[src/rtl/edge_window_counter.sv]
// -----------------------------------------------------------------------------
// edge_window_counter
//
// Counts rising edges of a 1-bit event stream over fixed windows of WINDOW
// clock cycles. Each completed window total is offered on a one-entry
// valid/ready output register. If a new total arrives while the previous one
// is still unconsumed, the new total is discarded and the sticky drop flag
// is raised.
//
// Parameters:
//   WINDOW  cycles per counting window (>= 2)
//   CW      accumulator / count width
//
// Ports:
//   clk     in   single clock, rising edge
//   reset   in   synchronous, active-high reset
//   in      in   event stream (already synchronous to clk)
//   en      in   run enable; dropping it aborts the current window
//   ready   in   consumer accepts count
//   count   out  edge total of the last completed window
//   valid   out  count holds an unconsumed result
//   drop    out  sticky: a window result was discarded (cleared by reset)
//
// Configuration macro:
//   EDGE_WINDOW_SATURATE_EN  defined   -> accumulator saturates at 2^CW-1
//                            undefined -> accumulator wraps modulo 2^CW
// -----------------------------------------------------------------------------
module edge_window_counter #(
    parameter int WINDOW = 16,
    parameter int CW     = 8
) (
    input  logic          clk,
    input  logic          reset,
    input  logic          in,
    input  logic          en,
    input  logic          ready,
    output logic [CW-1:0] count,
    output logic          valid,
    output logic          drop
);

    // Window position counter only needs to reach WINDOW-1.
    localparam int WCW = (WINDOW > 2) ? $clog2(WINDOW) : 1;
    localparam logic [WCW-1:0] WLAST = WCW'(WINDOW - 1);

    typedef enum logic {
        IDLE = 1'b0,
        RUN  = 1'b1
    } state_t;

    state_t          state_reg;
    state_t          state_next;
    logic            in_q_reg;
    logic [WCW-1:0]  wcnt_reg;
    logic [WCW-1:0]  wcnt_next;
    logic [CW-1:0]   acc_reg;
    logic [CW-1:0]   acc_next;
    logic [CW-1:0]   count_reg;
    logic [CW-1:0]   count_next;
    logic            valid_reg;
    logic            valid_next;
    logic            drop_reg;
    logic            drop_next;

    logic            rise;
    logic [CW:0]     acc_sum;
    logic [CW-1:0]   acc_inc;
    logic            win_end;
    logic            handshake;

    // -------------------------------------------------------------------------
    // Edge detect and accumulator increment
    // -------------------------------------------------------------------------
    assign rise    = in & ~in_q_reg;

    // One extra bit so the carry out of the accumulator is visible.
    assign acc_sum = {1'b0, acc_reg} + {{CW{1'b0}}, rise};

`ifdef EDGE_WINDOW_SATURATE_EN
    // A carry out means acc was already at all-ones and an edge arrived:
    // hold at the maximum instead of wrapping.
    assign acc_inc = acc_sum[CW] ? {CW{1'b1}} : acc_sum[CW-1:0];
`else
    assign acc_inc = acc_sum[CW-1:0];
`endif

    assign handshake = valid_reg & ready;

    // -------------------------------------------------------------------------
    // Window state machine: next state, window counter, accumulator
    // -------------------------------------------------------------------------
    always_comb begin
        state_next = state_reg;
        wcnt_next  = wcnt_reg;
        acc_next   = acc_reg;
        win_end    = 1'b0;

        unique case (state_reg)
            IDLE: begin
                // The posedge that starts a run is not a processed cycle,
                // so its edge is intentionally ignored.
                wcnt_next = '0;
                acc_next  = '0;
                if (en) begin
                    state_next = RUN;
                end
            end

            RUN: begin
                if (!en) begin
                    // Abort: throw away the partial window. A result already
                    // waiting in the output register is left alone.
                    state_next = IDLE;
                    wcnt_next  = '0;
                    acc_next   = '0;
                end else if (wcnt_reg == WLAST) begin
                    // Last cycle of the window: this cycle's edge is part of
                    // the reported total (acc_inc), and the next window
                    // starts immediately on the following posedge.
                    win_end   = 1'b1;
                    wcnt_next = '0;
                    acc_next  = '0;
                end else begin
                    wcnt_next = wcnt_reg + 1'b1;
                    acc_next  = acc_inc;
                end
            end

            default: begin
                state_next = IDLE;
                wcnt_next  = '0;
                acc_next   = '0;
            end
        endcase
    end

    // -------------------------------------------------------------------------
    // One-entry output register with sticky drop flag
    // -------------------------------------------------------------------------
    always_comb begin
        count_next = count_reg;
        valid_next = valid_reg;
        drop_next  = drop_reg;

        if (win_end) begin
            // The slot is free if it was empty or is being emptied at this
            // very edge; otherwise the older result wins.
            if (!valid_reg || handshake) begin
                count_next = acc_inc;
                valid_next = 1'b1;
            end else begin
                drop_next  = 1'b1;
            end
        end else if (handshake) begin
            valid_next = 1'b0;
        end
    end

    // -------------------------------------------------------------------------
    // State registers
    // -------------------------------------------------------------------------
    always_ff @(posedge clk) begin
        if (reset) begin
            state_reg <= IDLE;
            in_q_reg  <= 1'b0;
            wcnt_reg  <= '0;
            acc_reg   <= '0;
            count_reg <= '0;
            valid_reg <= 1'b0;
            drop_reg  <= 1'b0;
        end else begin
            state_reg <= state_next;
            // Tracks the input in every state so the first processed cycle
            // after IDLE sees a correct previous value.
            in_q_reg  <= in;
            wcnt_reg  <= wcnt_next;
            acc_reg   <= acc_next;
            count_reg <= count_next;
            valid_reg <= valid_next;
            drop_reg  <= drop_next;
        end
    end

    assign count = count_reg;
    assign valid = valid_reg;
    assign drop  = drop_reg;

endmodule

[config.mk]
export PLATFORM = sky130hd
export DESIGN_NAME = edge_window_counter
export DESIGN_NICKNAME = d
export VERILOG_FILES = /design/src/rtl/edge_window_counter.sv
export SDC_FILE = /design/constraint.sdc
export NUM_CORES = 1
export LEC_CHECK = 0
export CAP_MARGIN = 20
export CORE_MARGIN = 2
export CORE_UTILIZATION = 54
export CTS_CLUSTER_SIZE = 24
export DETAILED_ROUTE_END_ITERATION = 8
export GPL_TIMING_DRIVEN = 0
export PLACE_DENSITY_LB_ADDON = 0.08
export SLEW_MARGIN = 20
export SYNTH_ARGS = -nofsm -noshare
export SYNTH_HDL_FRONTEND = slang
export SYNTH_SLANG_ARGS = --single-unit
[constraint.sdc]
create_clock -name clk -period 3 [get_ports clk]
set_input_delay 0.45 -clock clk [delete_from_list [all_inputs] [get_ports clk]]
set_output_delay 0.45 -clock clk [all_outputs]
set_load 0.02 [all_outputs]
==> key figures <==
Clock network
  – CTS Hold Bufs: 0
  – CTS tree: yes
  – Sink Count: 24
  – Maximum clock insertion buffer count: 2
  – Max H-tree Level: 1
  – Later-pin clock latency in the skew report: 0.30 ns
  – Reg clk slew, reported paths: 0.13 ns
  – Post-CTS Resized: 0
  – Setup Fix Bufs, Post-CTS: 0
  – Root Driver: clkbuf_4
  – Total CTS buffers: 3

Synth
  – Most frequent cells after synthesis: dfxtp_1 (24), nor2_1 (9), a31oi_1 (7)
  – Ys async rst share: 0%
  – Post-synth top flop: dfxtp_1
  – Seq/Total Area, Yosys: 50.8%
  – Cells after Synth: 100
  – Post-Syn Area: 946 µm²
  – Most frequent cell after synthesis: dfxtp_1
  – Share of the synthesized area in the top cell type: 50.8%
  – Synthesized flop and latch total: 24
  – Synth warnings: 0
  – Distinct cells, synth: 26
  – Avg Cell Area, Syn: 9.46 µm²
  – Mapped Nets: 108
  – EDFF count, synth: 0
  – Yosys top cell by area: dfxtp_1
  – Synth top area cells: dfxtp_1 (51%), a31oi_1 (4.6%), xor2_1 (4.6%)

Routing
  – DRT iter0 DRCs: 14
  – WL met3: 84 µm
  – Routed Antenna Nets: 0
  – Max layer used: met4
  – DRT Wirelength: 1.71 mm
  – DR vias: 786
  – M1 WL: 832 µm
  – DR vias/cell: 5.82
  – Drt first pass iters: 4
  – WL met2: 787 µm
  – # DRC: 0
  – WL/cell: 12.7 µm

GRT
  – Initial antenna violation count: 0
  – Vias in the first global route: 694
  – First-pass GRT wire length: 2.88 mm
  – Total congestion overflow: 0
  – Gr usage total: 19.1%
  – Maximum number of pins on one net before global-route repair: 14

Placed design
  – Dpl cells: 131
  – PortBufs: 14
  – DP HPWL: 1.29 mm
  – RePlAce Congestion: 0.772

Layout
  – Area growth syn-to-layout: 20.9%
  – Non-Filler Instances: 135
  – Final net count: 127
  – Layout cell share with drive strength beyond 1: 6.78%
  – ANT cells: 0

Critical path
  – CP Max Fanout: 3
  – Critical path type: in2reg
  – Critical Path End Type: flop
  – Arrival time worst endpoint: 2.16 ns
  – Reg2reg start: in_q_reg
  – Worst setup endpoint: count[6]
  – Reg2Reg Depth: 6
  – Worst Setup Start Kind: primary input
  – CP Launch Point: in
  – Worst R2R Setup Slack: 1.38 ns
  – Worst R2R End: count[6]
  – WP data required: 3.22 ns

Floorplan
  – Die Y: 45.9 µm
  – Starting Density: 56.0%
  – Site Rows: 15
  – Core area: 1690 µm²
  – Die W: 45.9 µm
  – Full die area: 2100 µm²
  – # IOs: 15

Timing
  – # setup viols final: 0
  – Final hold violation count: 0
  – TNS Setup: 0 ns
  – Fmax: 0.514 GHz
  – Worst-margin pin slew: 0.449 ns
  – Final Cycle Share: 64.8%
  – Final Skew: 0.00999 ns
  – Slew HR: 70.1%
  – RSZ-0062 raised after global routing: no
  – Max Slew Vio Count: 0
  – Minimum clock period: 1.94 ns

Run
  – Max-cap violations: 0

Hold path
  – HP Class: reg2reg

Power and ir drop
  – Leak Pwr: 0.396 nW
  – P per Cell Area: 440 nW/µm²
  – Max IR drop VDD: 0.270 mV

Status
  – Outcome: complete, no violations
## area by class of cell
cell class                 count  area, µm²
fill                         148        546
multi-input combinational     68        434
sequential                    24        480
buffer                         5       20.0
tap                           17       21.3
inverter                       3       11.3
clock buffer                   4       36.3
timing repair buffer          14        140
## through the flow
stage / setup WS [ns] / hold slack, ns / utilization [%] / power (W) / area (µm²)
6_report: 1.06 / 0.464 / 67.7 / 0.000503 / 1140
5_1_grt: 0.941 / 0.480 / 67.7 / 0.000521 / 1140
4_1_cts: 1.05 / 0.472 / 67.7 / 0.000506 / 1140
3_5_place_dp: 0.751 / 0.449 / 65.6 / 0.000346 / 1110
3_3_place_gp: 0.764 / 0.433 / 65.6 / 0.000346 / 1110
2_1_floorplan: 1.37 / 0.418 / - / 0.000337 / 946
## cell usage in the layout, fill, tap and decap left out, types with 3 or more instances in the layout
master            n
a31oi_1           7
nor2b_1           5
nand2_1           4
a21oi_1           6
dfxtp_1          24
xor2_1            5
clkbuf_1          4
o21ai_0           3
clkdlybuf4s50_1  14
inv_1             3
nor2_1            9
clkbuf_4          3
ha_1              3
nand3_1           6
nand4_1           3
## layer usage
metal,vias to the layer above,track usage [%]
li1,401,-
met1,367,24.6
met2,16,30.3
met3,2,4.76
met4,0,7.43
met5,-,0
## worst max-delay path, cell delays in order
cell	delay, ns
clkdlybuf4s50_1	0.48
nor2b_1	0.14
ha_1	0.20
ha_1	0.21
nand2_1	0.07
or3_1	0.35
a311oi_1	0.26
## power breakdown
| part | internal (W) | switching, W | total, W |
|---|---|---|---|
| combinational | 0.00000809 | 0.00000909 | 0.0000172 |
| clock | 0.0000740 | 0.0000900 | 0.000164 |
| sequential | 0.000321 | 0.00000136 | 0.000322 |
## worst min-delay path by stage
| stage | from | end | slack, ns | cells past startpoint |
|---|---|---|---|---|
| floorplan | wcnt_reg[0] | wcnt_reg[0] | 0.42 | 1 |
| global placement | wcnt_reg[0] | wcnt_reg[0] | 0.43 | 1 |
| detailed placement | wcnt_reg[0] | wcnt_reg[0] | 0.45 | 1 |
| CTS | wcnt_reg[0] | wcnt_reg[0] | 0.47 | 1 |
| global route | wcnt_reg[0] | wcnt_reg[0] | 0.48 | 1 |
| finish | wcnt_reg[0] | wcnt_reg[0] | 0.46 | 1 |
## logic make-up after synthesis
logic type | count (synthesis) | synth area share, %
simple gates | 37 | 21.3
flops | 24 | 50.8
compound gates | 23 | 16.0
buf+inv | 8 | 3.31
fa+ha+maj | 3 | 3.97
xor+xnor | 5 | 4.63
(Power assumes the default switching activity.)
